===== src/rtl/fetch_sequencer.sv =====
// Instruction fetch sequencer: walks the program counter through instruction memory,
// issues one instruction per cycle, and handles stall, redirect and halt conditions.
module fetch_sequencer #(
  parameter int         LAST_ADDR = 23,
  parameter logic [3:0] HALT_OP   = 4'hF
) (
  input  logic        clk,
  input  logic        rst,
  input  logic        start,
  input  logic        stall,
  input  logic        br_valid,
  input  logic [12:0] br_target,
  input  logic [15:0] instr_in,
  output logic [12:0] pc,
  output logic [15:0] instr_out,
  output logic [12:0] instr_pc,
  output logic        instr_valid,
  output logic        busy,
  output logic        halted,
  output logic        err,
  output logic [15:0] fetch_cnt
);

  localparam int ADDR_W = 13;
  localparam int DATA_W = 16;
  localparam logic [ADDR_W-1:0] LAST_PC = ADDR_W'(LAST_ADDR);

  typedef enum logic [1:0] {
    IDLE = 2'd0,
    RUN  = 2'd1,
    HALT = 2'd2
  } state_t;

  state_t state;

  function automatic logic [DATA_W-1:0] sat_inc(input logic [DATA_W-1:0] v);
    return (v == {DATA_W{1'b1}}) ? v : v + {{(DATA_W-1){1'b0}}, 1'b1};
  endfunction

  always_ff @(posedge clk) begin
    if (rst) begin
      state       <= IDLE;
      pc          <= '0;
      instr_out   <= '0;
      instr_pc    <= '0;
      instr_valid <= 1'b0;
      fetch_cnt   <= '0;
      err         <= 1'b0;
    end else begin
      unique case (state)
        IDLE, HALT: begin
          instr_valid <= 1'b0;
          if (start) begin
            state     <= RUN;
            pc        <= '0;
            fetch_cnt <= '0;
            err       <= 1'b0;
          end
        end
        RUN: begin
          if (stall) begin
            // Everything holds; a redirect presented during a stall is dropped.
          end else if (br_valid) begin
            instr_valid <= 1'b0;
            if (br_target > LAST_PC) begin
              err   <= 1'b1;
              state <= HALT;
            end else begin
              pc <= br_target;
            end
          end else begin
            instr_out   <= instr_in;
            instr_pc    <= pc;
            instr_valid <= 1'b1;
            fetch_cnt   <= sat_inc(fetch_cnt);
            // Halt opcode or end of program: issue this one, park pc, stop.
            if (instr_in[15:12] == HALT_OP || pc >= LAST_PC) begin
              state <= HALT;
            end else begin
              pc <= pc + {{(ADDR_W-1){1'b0}}, 1'b1};
            end
          end
        end
        default: state <= IDLE;
      endcase
    end
  end

  assign busy   = (state == RUN);
  assign halted = (state == HALT);

endmodule


===== config.mk =====
export PLATFORM = sky130hd
export DESIGN_NAME = fetch_sequencer
export DESIGN_NICKNAME = d
export VERILOG_FILES = /design/src/rtl/fetch_sequencer.sv
export SDC_FILE = /design/constraint.sdc
export NUM_CORES = 1
export LEC_CHECK = 0
export CORE_MARGIN = 4
export CORE_UTILIZATION = 35
export CTS_CLUSTER_SIZE = 10
export DETAILED_ROUTE_END_ITERATION = 8
export PLACE_DENSITY = 0.67
export REMOVE_ABC_BUFFERS = 1
export SYNTH_ARGS = -nofsm -noshare
export SYNTH_HDL_FRONTEND = slang
export SYNTH_SLANG_ARGS = --single-unit

===== constraint.sdc =====
create_clock -name clk -period 1.9 [get_ports clk]
set_input_delay 0.38 -clock clk [delete_from_list [all_inputs] [get_ports clk]]
set_output_delay 0.38 -clock clk [all_outputs]
set_load 0.02 [all_outputs]

==> results of run 1 <==
-- per-layer routing --
metal	track usage [%]	vias up	share of wire (%)
li1	-	1405	-
met1	23.4	1293	46
met2	27.7	64	48
met3	3.52	10	5.1
met4	7.11	0	1.4
met5	0	-	0
-- power by group --
group | switching (W) | total [W] | leakage (nW) | internal (W)
Sequential | 0.0000109 | 0.00132 | 0.500 | 0.00131
Combinational | 0.000158 | 0.000329 | 0.988 | 0.000171
Clock | 0.000567 | 0.00121 | 0.0951 | 0.000648
-- stage by stage --
| step | util (%) | area, µm² | TNS (ns) | hold slack, ns | instances |
|---|---|---|---|---|---|
| 3_5_place_dp | 54.8 | 4060 | -4.85 | 0.446 | 544 |
| 5_1_grt | 57.9 | 4290 | 0 | 0.447 | 561 |
| 3_3_place_gp | 54.8 | 4060 | -4.09 | 0.441 | 544 |
| 6_report | 57.9 | 4290 | 0 | 0.420 | 561 |
| 4_1_cts | 57.6 | 4270 | 0 | 0.423 | 560 |
| 2_1_floorplan | - | 2650 | -17.55 | 0.449 | 309 |
-- Yosys cell counts, types with 2 or more instances --
master	n	share of area [%]
nand2_1	71	9.8
dfxtp_1	62	46
a21oi_1	41	7.6
nor2_1	22	3.0
clkbuf_1	12	1.7
o21ai_0	10	1.8
nand4_1	9	2.1
nor3b_1	8	2.2
nand3_1	7	1.3
xnor2_1	7	2.3
nor3_1	5	0.92
or3_1	5	1.2
buf_2	4	0.74
inv_1	4	0.55
o2111ai_1	4	1.3
xor2_1	4	1.3
and3_1	3	0.69
nand2b_1	3	0.69
nor2b_1	3	0.69
nor4_1	3	0.69
a31oi_1	2	0.46
and2b_1	2	0.55
and4b_1	2	0.74
ha_1	2	0.92
mux2_2	2	0.83
mux2i_1	2	0.74
o31ai_1	2	0.55
or2_2	2	0.46
-- how the worst max path moves through the flow --
stage / endpoint / cells past startpoint
floorplan: instr_out[0]$_SDFFE_PP0P_ / 4
global placement: fetch_cnt[10]$_SDFFE_PP0P_ / 6
detailed placement: fetch_cnt[8]$_SDFFE_PP0P_ / 6
CTS: pc[2] / 1
global route: pc[2]$_SDFFE_PP0P_ / 6
finish: fetch_cnt[12]$_SDFFE_PP0P_ / 7
-- sequential cells by signal, indices dropped and copies added, names as in the netlist --
signal	flops
instr_pc	13
err	1
fetch_cnt	16
state	2
instr_valid	1
pc	13
instr_out	16
-- cells by family after synthesis --
kind of cell | count (synthesis) | synth area share (%)
adder cells (fa/ha/maj) | 2 | 0.921
AND/OR/NAND/NOR | 155 | 28.7
AO/OA/AOI/OAI | 71 | 16.7
multiplexers | 4 | 1.57
XOR/XNOR | 11 | 3.55
flip-flops | 62 | 45.7
buffers and inverters | 20 | 2.95
-- area by class of cell --
class	count	area share, %
clock buffers	10	3.21
multi-input cells	243	32.8
inverters	4	0.350
repair buffers	137	30.2
clock inverters	6	1.63
well taps	99	2.89
flip-flops and latches	62	28.9
-- repair_timing --
item                       CTS  global route
pin swaps                    0             5
buffers inserted             0             1
setup endpoints to repair    2             8
gates resized for setup      2             8
==> summary.md, run 1 <==
| Metric | Value |
|---|---|
| CTS buffer count | 9 |
| Slew Viols, Final | 0 |
| Seq/Total Area, Yosys | 45.7% |
| Post-synth EDFFs | 0 |
| FF-to-FF path depth | 7 |
| WL/cell | 14.0 µm |
| Routed via count | 2772 |
| First-pass detailed-route iteration total | 4 |
| Worst vdd ir | ~0.52 mV |
| Die area | 9240 µm² |
| Worst-path maximum fanout | 3 |
| CP Launch Point | fetch_cnt[0]$_SDFFE_PP0P_ |
| Final WS setup | 0.0640 ns |
| Reg2Reg Launch Point | fetch_cnt[0]$_SDFFE_PP0P_ |
| DR iter-0 viols | 120 |
| Pwr/cell area | 669 nW/µm² |
| Fin nets | 493 |
| Post-synth cell types | 50 |
| Placer congestion estimate | 0.820 |
| Layout cell share with drive strength beyond 1 | 16.0% |
| Area Overhead vs Synth | 57.9% |
| DIE WIDTH | 96.1 µm |
| Pwr Total | between 0.002 and 0.003 W |
| Starting Density | between 30% and 40% |
| Reg-to-Reg End | fetch_cnt[12]$_SDFFE_PP0P_ |
| Die H | approximately 96 µm |
| Overflow after GRT | 0 |
| Crit-path max cell delay | around 0.4 ns |
| Fmax | 545 MHz |
| Final WL | between 7 and 8 mm |
| Most frequent cells in the layout | clkdlybuf4s50_1 (88), nand2_1 (71), dfxtp_1 (62) |
| Clock tree sinks | 62 |
| CTS tree | built |
| Crit path capture type | flop |
| #FFs+latches synth | 62 |
| Yosys warning count | 0 |
| WS Path Type | flop to flop |
| CP cell instances | ha_2 > inv_1 > or3_1 > a2111oi_4 > buf_4 > xnor2_1 > nor2_1 |
| Number of top-level pins | 96 |
| Setup WS pre-CTS | -0.297 ns |
| Clock transition at path regs | ~0.080 ns |
| Post-CTS Hold Buffers | 0 |
| Vias in the first global route | 2703 |
| Reg2reg setup slack | about 0.064 ns |
| First-pass GRT wire length | 12.8 mm |
| Commonest non-fill, non-tap cell in the layout | clkdlybuf4s50_1 |
| Register area | between 1000 and 1500 µm² |
| Final Hold Viols | 0 |
| Overall global routing resource usage | 17.6% |
| Type of origin of the critical path | flop |
| Slew headroom | 77.4% |
| Hold Crit Start | rst |
| CP delay by family, top | simple AND/OR/NAND/NOR gates |
| Period utilisation layout | between 90% and 100% |
| Worst Hold Path EP | instr_out[14]$_SDFFE_PP0P_ |
| # DRC | 0 |
| Lkg Pwr | 1.58 nW |
| Min-Delay Path Depth | 2 |
| Asr flop ratio synth | 0% |
| Slowest cell on crit path | or3_1 |
| Multi-input gate area | around 1400 µm² |
| Max clock buf depth | 2 |
| Setup violators final | 0 |
| Post-Syn Area | ~2700 µm² |
| Worst-Skew Late Latency | between 0.3 and 0.4 ns |
| Root Driver | clkbuf_8 |
| Largest net degree at the start of global routing | 30 |
| Maxcap violations | 0 |
| Post-synth top flop | dfxtp_1 |
| Avg Inst Size Synth | between 8 and 9 µm² |
| Worst path buffer plus inverter count | 2 |
| Hold WC Path Type | input pin to flop |
| Tmin final | 1.84 ns |
| Clock skew | just over 0.01 ns |
| CP Data Required Time | 2.14 ns |
| Post-synthesis cell count | 325 |
| Dpl hpwl | approximately 5.9 mm |
| Vias per cell | 4.94 |
| Status | finished clean |
| Slew @ Worst Pin | between 0.3 and 0.4 ns |
| # diodes | 0 |
| Core area | 7410 µm² |
| Initial antenna violation count | 0 |
| RSZ-0062 raised after global routing | no |
| H-tree depth | 3 |
| Worst endpoint data arrival time | slightly above 2 ns |
| Layout filler cell count | 673 |
| Port Buffers | 95 |
| # rows | 31 |
| Remaining antenna violation count | 0 |
No activity file was read; power rests on OpenSTA's default activity.
==> run 2, diff against run 1 <==
--- a/config.mk
+++ b/config.mk
@@ -9,6 +9,7 @@
 export CORE_UTILIZATION = 35
 export CTS_CLUSTER_SIZE = 10
 export DETAILED_ROUTE_END_ITERATION = 8
+export GPL_TIMING_DRIVEN = 0
 export PLACE_DENSITY = 0.67
 export REMOVE_ABC_BUFFERS = 1
 export SYNTH_ARGS = -nofsm -noshare
==> summary.md, run 2 (same netlist as run 1, synthesis figures left out) <==
| Metric | Value |
|---|---|
| Status | finished clean |
| Worst endpoint data arrival time | 2.06 ns (about the same) |
| Most frequent cells in the layout | clkdlybuf4s50_1 (86), nand2_1 (71), dfxtp_1 (57) |
| TNS Setup | 0 ns (unchanged) |
| Multi-input gate area | 1470 µm² (+4.3%) |
| Clock transition at path regs | 0.08 ns (about the same) |
| H-tree depth | 3 (unchanged) |
| Final WS setup | 0.0656 ns (+0.00160 ns) |
| Vias in the first global route | 2474 (-8.5%) |
| Clock tree sinks | 62 (unchanged) |
| Routed via count | 2642 (-4.7%) |
| Core area | 7410 µm² (unchanged) |
| CP Data Required Time | 2.12 ns (-0.02 ns) |
| CP cell instances | clkdlybuf4s50_1 > nor4_1 > nand4_1 > o211a_1 > nor2_4 > mux2_2 |
| Vias per cell | 5.00 (+1.3%) |
| Area Overhead vs Synth | 51.3% |
| Biggest regs | fetch_cnt x16, instr_out x16 |
| Die area | 9240 µm² (unchanged) |
| Dpl hpwl | 5.24 mm (-12%) |
| Worst-path maximum fanout | 3 (unchanged) |
| Maxcap violations | 0 (unchanged) |
| Fin nets | 460 (-6.7%) |
| Fmax | 545 MHz (about the same) |
| Clock skew | 0.0109 ns (+0.000832 ns) |
| First-pass GRT wire length | 11.5 mm (-10%) |
| Largest net degree at the start of global routing | 53 (+77%) |
| Cell count after placement | 505 (-7.2%) |
| Worst path buffer plus inverter count | 1 (-1) |
| Final Hold Viols | 0 (unchanged) |
| Worst vdd ir | 0.525 mV (+1.4%) |
| WL/cell | 13.9 µm (-1.0%) |
| # rows | 31 (unchanged) |
| Number of top-level pins | 96 (unchanged) |
| Setup WS pre-CTS | -0.923 ns (-0.626 ns) |
| Remaining antenna violation count | 0 (unchanged) |
| Slew Viols, Final | 0 (unchanged) |
| Final WL | 7.33 mm (-6.8%) |
| Placer congestion estimate | 0.745 (-9.2%) |
| Type of origin of the critical path | input pin |
| Slew headroom | 59.1% (-18 points) |
| Hold WC Path Type | flop to flop |
| Period utilisation layout | 96.5% (about the same) |
| Worst-Skew Late Latency | 0.34 ns (about the same) |
| Root Driver | clkbuf_8 |
| RSZ-0062 raised after global routing | yes |
| Layout filler cell count | 690 (+2.5%) |
| Tmin final | 1.83 ns (-0.00160 ns) |
| Fin cells | 528 (-5.9%) |
| Register area | 1250 µm² (+0.71%) |
| Pwr/cell area | 716 nW/µm² (+7.1%) |
| Slew @ Worst Pin | 0.613 ns (+0.275 ns) |
| DP Area | 3750 µm² (-7.6%) |
| Overall global routing resource usage | 15.9% (-1.6 points) |
| Lkg Pwr | 1.44 nW (-9.1%) |
| CTS buffer count | 9 (unchanged) |
| Layout Utilization | 55.5% (-2.4 points) |
| First-pass detailed-route iteration total | 4 (unchanged) |
| Slowest cell on crit path | clkdlybuf4s50_1 |
| Design Area, Final | 4110 µm² (-4.1%) |
| CTS tree | built |
| Setup violators final | 0 (unchanged) |
| Post-CTS Hold Buffers | 0 (unchanged) |
| Max clock buf depth | 2 (unchanged) |
| Initial antenna violation count | 0 (unchanged) |
| Overflow after GRT | 0 (unchanged) |
| DIE WIDTH | 96.1 µm (unchanged) |
| Layout cell share with drive strength beyond 1 | 14.2% (-1.8 points) |
| Commonest non-fill, non-tap cell in the layout | clkdlybuf4s50_1 |
| Starting Density | 36.7% (unchanged) |
| DR iter-0 viols | 114 (-5.0%) |
| Die H | 96.1 µm (unchanged) |
| Port Buffers | 95 (unchanged) |
| Crit path capture type | flop |
| # DRC | 0 (unchanged) |
| WS Path Type | input pin to flop |
| # diodes | 0 (unchanged) |
| Crit-path max cell delay | 0.40 ns (about the same) |
| CP delay by family, top | simple AND/OR/NAND/NOR gates |
==> run 2: path summary, 6_finish.rpt <==
path / to / depth (start not counted) / from / slack (ns)
setup / recovery: pc[2]$_SDFFE_PP0P_ / 6 / br_target[10] / 0.07
hold / removal: instr_pc[9]$_SDFFE_PP0P_ / 2 / instr_pc[9]$_SDFFE_PP0P_ / 0.45
setup reg to reg: fetch_cnt[11]$_SDFFE_PP0P_ / 5 / state[0]$_SDFFE_PP0P_ / 0.08
hold reg to reg: instr_pc[9]$_SDFFE_PP0P_ / 2 / instr_pc[9]$_SDFFE_PP0P_ / 0.45
==> run 2: worst reg2reg max path: cells and delay by family, from the launching register on <==
kind	cells	cell delay, ns
AO/OA/AOI/OAI	2	0.31
flip-flops	1	0.36
AND/OR/NAND/NOR	3	1.08
==> run 2: repair_timing <==
| action | CTS | global route |
|---|---|---|
| resized for setup | 20 | 19 |
| setup buffers | 2 | 5 |
| pin swaps | 3 | 8 |
| endpoints found under the setup margin | 63 | 38 |
==> run 2: metal layers <==
layer	routed length, µm	GRT usage [%]	up-vias
met5	0	0	-
met4	123	7.46	0
met3	384	3.44	10
met2	3480	25.4	57
met1	3340	20.5	1234
li1	-	-	1341
==> run 2: where the power goes <==
part / internal [W] / switching [W]
Sequential: 0.00131 / 0.0000128
Combinational: 0.000140 / 0.000151
Clock: 0.000783 / 0.000543
==> run 2: area by class of cell <==
cell class | instances | area share, %
multi-input cells | 243 | 35.7
flip-flops and latches | 62 | 30.4
repair buffers | 104 | 24.9
clock buffers | 10 | 3.35
well taps | 99 | 3.01
clock inverters | 6 | 2.25
inverters | 4 | 0.365
==> run 2: per-stage QoR <==
stage,total power (W),hold WS (ns)
final,0.00294,0.454
after floorplan,0.00147,0.449
after global placement,0.00162,0.442
after global routing,0.00305,0.448
after detailed placement,0.00163,0.446
after CTS,0.00296,0.457
==> variant 1 (flow settings as in run 2) <==
Register the input `br_target` before use, with the module's reset. The logic sees it one clock later. The other inputs are not delayed to match.
--- a/src/rtl/fetch_sequencer.sv
+++ b/src/rtl/fetch_sequencer.sv
@@ -31,6 +31,16 @@
     HALT = 2'd2
   } state_t;
 
+  logic [12:0] br_target_q;
+
+  always_ff @(posedge clk) begin
+    if (rst) begin
+      br_target_q <= '0;
+    end else begin
+      br_target_q <= br_target;
+    end
+  end
+
   state_t state;
 
   function automatic logic [DATA_W-1:0] sat_inc(input logic [DATA_W-1:0] v);
@@ -62,11 +72,11 @@
             // Everything holds; a redirect presented during a stall is dropped.
           end else if (br_valid) begin
             instr_valid <= 1'b0;
-            if (br_target > LAST_PC) begin
+            if (br_target_q > LAST_PC) begin
               err   <= 1'b1;
               state <= HALT;
             end else begin
-              pc <= br_target;
+              pc <= br_target_q;
             end
           end else begin
             instr_out   <= instr_in;
Behaviour: not the same (a bounded check fails within 4 cycles, from zero or initial values and one cycle with rst high).
==> variant 1 against run 2 <==
  * Hold slack got worse by 0.0015 ns
  * Cell area rose by 7.9%
  * Sequential share of layout area rose by 3.6 points
  * Total power rose by 10%
  * Synthesized area rose by 13%
  * Worst setup slack got worse by 0.0020 ns
  * Sequential power rose by 22%
  * Sequential cell count rose by 13
  * Critical path depth fell by 5
  * Wire length rose by 7.0%
==> variant 1: results (changes against run 2) <==
stage,metric,value,unit,change
cells_and_area,FILL cells,815,,+18%
setup_path,worst r2r src,pc[0],,
global_routing,largest net degree at the start of global routing,41,,-23%
min_path,worst hold path startpoint,stall,,
route,via count,2812,,+6.4%
setup_path,FF-to-FF path depth,6,,+1
setup_path,WP data arrival,1.46,ns,-0.60 ns
synthesis,Yosys top cell by area,dfxtp_1,,
run_status,status,finished clean,,
pwr,peak supply drop,385,µV,-27%
synthesis,Post-synth EDFFs,0,,unchanged
placement,DP Wirelength,5520,µm,+5.2%
placement,Place WS,-1.26,ns,-0.337 ns
pwr,net switching power,0.000770,W,+8.9%
global_routing,first-pass GRT wire length,12800,µm,+11%
sta,clock skew,0.00540,ns,-0.00548 ns
setup_path,reg2reg end,pc[2],,
global_routing,GRT Overall Usage,15.5,%,-0.47 points
clock_tree,CTS buffer count,9,,unchanged
synthesis,top post-synthesis cells by area,"dfxtp_1 (49%), nand2_1 (8.4%), a21oi_1 (5.9%)",,
min_path,Hold Crit Depth,4,,+2
synthesis,Async SR Flop Fraction,0,%,unchanged
cells_and_area,biggest registers after layout,"fetch_cnt: 16 flops, instr_out: 16 flops",,
placement,dpl cell area,4120,µm²,+9.8%
pwr,Pleak,1.51,nW,+5.2%
sta,Tightest Pin Transition,0.469,ns,-0.145 ns
route,DRT Pass-1 Iters,4,,unchanged
route,# DRC,0,,unchanged
route,iteration-0 DRC count of the detailed router,75,,-34%
global_routing,vias in the first global route,2680,,+8.3%
global_routing,antenna violations before repair,0,,unchanged
placement,IO buf count,95,,unchanged
placement,dpl cells,539,,+6.7%
route,final WL,7850,µm,+7.0%
global_routing,met3 Use GR,2.82,%,-0.62 points
global_routing,met2 Use GR,26.0,%,+0.60 points
min_path,HP Class,in2reg,,
synthesis,Synth cell types,44,,-12%
synthesis,Synth Area per Inst,8.59,µm²,+2.7%
cells_and_area,post-route design area,4440,µm²,+7.9%
setup_path,Reg2Reg Setup Slack,0.12,ns,+0.04 ns
synthesis,top cell types by occurrence after synthesis,"dfxtp_1 (75), nand2_1 (69), a21oi_1 (36)",,
sta,Min Hold Slack,0.452,ns,-0.00152 ns
synthesis,post-synthesis sequential area ratio,48.8,%,+3.1 points
min_path,worst hold endpoint,instr_valid,,
global_routing,M1 GR Usage,19.4,%,-1.0 points
setup_path,"CP delay by family, top",buffers and inverters,,
clock_tree,Worst-Skew Late Latency,0.34,ns,about the same
route,via/cell ratio,5.01,,+0.17%
setup_path,Worst Path Max Fanout,6,,+3
cells_and_area,fraction of layout cells with a size suffix above 1,11.0,%,-3.3 points
setup_path,max incr delay on CP,0.67,ns,+0.27 ns
placement,Routability Congestion,0.808,,+8.5%
cells_and_area,Nets,487,,+5.9%
## variant 1: cell count changes after synthesis, sizes merged, moves of 6 or more
cell,change
a211oi,+6
a21oi,-6
clkbuf,+7
dfxtp,+13
nor2b,+13
xnor2,+6
## variant 1: worst max-delay path by stage
stage,start,to,slack (ns),cells after the start
after floorplan,br_valid,fetch_cnt[15],-0.46,5
after global placement,br_valid,fetch_cnt[14],-2.12,6
after detailed placement,br_valid,fetch_cnt[15],-1.26,8
after CTS,state[1],fetch_cnt[12],0.001,8
after global routing,state[1],busy,0.008,3
final,pc[5],pc[5],0.06,1
## variant 1: area by class of cell
type	count	share of cell area, %
Timing Repair Buffer	103	22.8
Sequential cell	75	34.0
Tap cell	105	2.96
Inverter	8	0.677
Multi-Input combinational cell	254	34.7
Clock inverter	7	2.09
Clock buffer	9	2.79
## variant 1: cell families (layout without fill, tap and decap cells)
group / count (synthesis) / in the layout / synth area share (%)
AOI/OAI and AO/OA: 81 / 81 / 16.8
xor gates and xnor gates: 15 / 15 / 4.27
adders and majority gates: 2 / 2 / 0.814
buffers and inverters: 30 / 127 / 3.78
DFF: 75 / 75 / 48.8
muxes: 2 / 2 / 0.692
and+or+nand+nor: 153 / 154 / 24.8
## variant 1: metal layers
metal,share of wire (%),up-vias
met5,0,-
met4,1.5,0
met3,5.9,11
met2,47,84
met1,46,1287
li1,-,1430
## variant 1: power by group through the flow
stage                     combinational, W  sequential, W  clock [W]
after floorplan                  0.0000984        0.00167          0
after global placement            0.000266        0.00166          0
after detailed placement          0.000275        0.00166          0
after CTS                         0.000283        0.00162    0.00137
after global routing              0.000310        0.00163    0.00144
final                             0.000284        0.00162    0.00134
## variant 1: timing repair
action	CTS	global route
gates cloned	1	0
setup endpoints to repair	63	26
gates resized for setup	25	12
pin swaps	5	2
hold buffers	0	0
setup buffers	5	1
==> variant 2 (config.mk and constraints of run 2) <==
Made on the original files. Reset style: asynchronous (`rst`), changed in one clocked block.
--- a/src/rtl/fetch_sequencer.sv
+++ b/src/rtl/fetch_sequencer.sv
@@ -37,7 +37,7 @@
     return (v == {DATA_W{1'b1}}) ? v : v + {{(DATA_W-1){1'b0}}, 1'b1};
   endfunction
 
-  always_ff @(posedge clk) begin
+  always_ff @(posedge clk or posedge rst) begin
     if (rst) begin
       state       <= IDLE;
       pc          <= '0;
Behaviour: differs if rst is asserted again (counterexample within 4 cycles, from zero or initial values and one cycle with rst high); with rst held inactive, the same outputs for 4 cycles.
==> variant 2 against run 2 <==
  * The run now ends with setup timing left
  * Worst setup slack worse by 0.099 ns
  * Synthesized area up 4.3%
  * Sequential cell count unchanged
  * Highest routed layer unchanged
  * Hold slack better by 0.019 ns
  * Wire length up 5.3%
  * Final cell count down 10%
  * Cell area up 7.1%
Power is not compared: it rests on default switching activity, and its combinational part moved more than twofold at a synthesized area within 25%.
==> variant 2: results (changes against run 2) <==
stage,metric,value,unit,change
setup_path,WP data arrival,2.15,ns,+0.09 ns
cells_and_area,Finished Layout Cells,475,,-10%
setup_path,reg2reg end,fetch_cnt[0],,
run_status,failing checks,setup timing,,
min_path,HP Class,in2async,,
synthesis,top cell types by occurrence after synthesis,"dfrtp_1 (62), mux2_2 (31), nor2_1 (19)",,
placement,DP Wirelength,5500,µm,+4.9%
synthesis,top post-synthesis cells by area,"dfrtp_1 (55%), mux2_2 (12%), nor2_1 (2.5%)",,
global_routing,vias in the first global route,2513,,+1.6%
cells_and_area,fraction of layout cells with a size suffix above 1,26.3,%,+12 points
route,via/cell ratio,5.20,,+4.0%
synthesis,Async SR Flop Fraction,100,%,+100 points
placement,Routability Congestion,0.764,,+2.6%
clock_tree,Max clock buf depth,2,,unchanged
sta,clock skew,0.00560,ns,-0.00529 ns
sta,final setup vio count,3,,+3
sta,Setup WS post-layout,-0.0336,ns,-0.0992 ns
synthesis,Synth Area per Inst,11.4,µm²,+36%
sta,Min Hold Slack,0.472,ns,+0.0188 ns
setup_path,Worst Path Max Fanout,5,,+2
synthesis,post-synthesis sequential area ratio,54.7,%,+9.0 points
sta,Tightest Pin Transition,0.659,ns,+0.0459 ns
setup_path,CP max-delay cell,or4_4,,
setup_path,max incr delay on CP,0.58,ns,+0.18 ns
route,final WL,7720,µm,+5.3%
placement,dpl cell area,3940,µm²,+5.0%
global_routing,GRT Overall Usage,16.2,%,+0.28 points
setup_path,worst r2r src,fetch_cnt[1],,
cells_and_area,Nets,405,,-12%
run_status,status,"finished, violations left",,
global_routing,first-pass GRT wire length,12600,µm,+9.6%
cells_and_area,FILL cells,706,,+2.3%
synthesis,Synth cell types,45,,-10%
placement,dpl cells,443,,-12%
[variant 2: logic make-up (layout without fill, tap and decap cells)]
family / count (synthesis) / in the layout / synth area share, %
adders and majority gates: 2 / 2 / 0.882
muxes: 34 / 34 / 13.4
and+or+nand+nor: 88 / 89 / 16.5
AOI/OAI and AO/OA: 42 / 42 / 10.9
DFF: 62 / 62 / 54.7
buffers and inverters: 16 / 139 / 2.16
xor gates and xnor gates: 5 / 5 / 1.54
[variant 2: power by group]
part | leakage (nW) | switching (W) | internal (W) | total, W
clock | 0.104 | 0.000494 | 0.000704 | 0.00120
combinational | 1.02 | 0.00107 | 0.00110 | 0.00217
sequential | 0.815 | 0.000239 | 0.00163 | 0.00187
[variant 2: routing by layer]
layer | vias up | share of wire [%] | track usage [%]
met3 | 6 | 6.5 | 4.86
met4 | 0 | 0.84 | 5.01
met1 | 1229 | 42 | 19.8
met5 | - | 0 | 0
met2 | 87 | 50 | 27.5
li1 | 1150 | - | -
[variant 2: worst reg2reg max path: stages (launching register included)]
cell     delay [ns]
dfrtp_1        0.36
ha_2           0.22
nand4_4        0.10
or4_4          0.58
o211a_4        0.30
mux2_4         0.27
[variant 2: cell type report]
cell class	count	share of cell area, %
clock buffer	12	3.75
inverter	8	0.682
timing repair buffer	116	25.4
tap	102	2.90
multi-input combinational	172	30.9
sequential	62	35.4
clock inverter	3	0.966
[variant 2: what timing repair did]
action | 4_1_cts | 5_1_grt
buffers inserted | 11 | 5
endpoints found under the setup margin | 62 | 18
cloned | 1 | 0
pin swaps | 6 | 7
resized for setup | 29 | 12
[variant 2: worst max path at each step]
stage                 start            end  cells past startpoint
4_1_cts            br_valid  fetch_cnt[10]                      6
5_1_grt        fetch_cnt[1]   fetch_cnt[3]                      6
3_3_place_gp       br_valid  fetch_cnt[12]                      6
3_5_place_dp       br_valid          pc[2]                      6
6_report       fetch_cnt[1]   fetch_cnt[0]                      5
2_1_floorplan      state[1]  fetch_cnt[12]                      5
[variant 2: stage by stage]
| step | setup TNS, ns | total power (W) |
|---|---|---|
| CTS | -0.0146 | 0.00520 |
| finish | -0.0521 | 0.00523 |
| global route | -0.792 | 0.00552 |
| floorplan | -76.29 | 0.00290 |
| global placement | -244.13 | 0.00379 |
| detailed placement | -44.07 | 0.00385 |
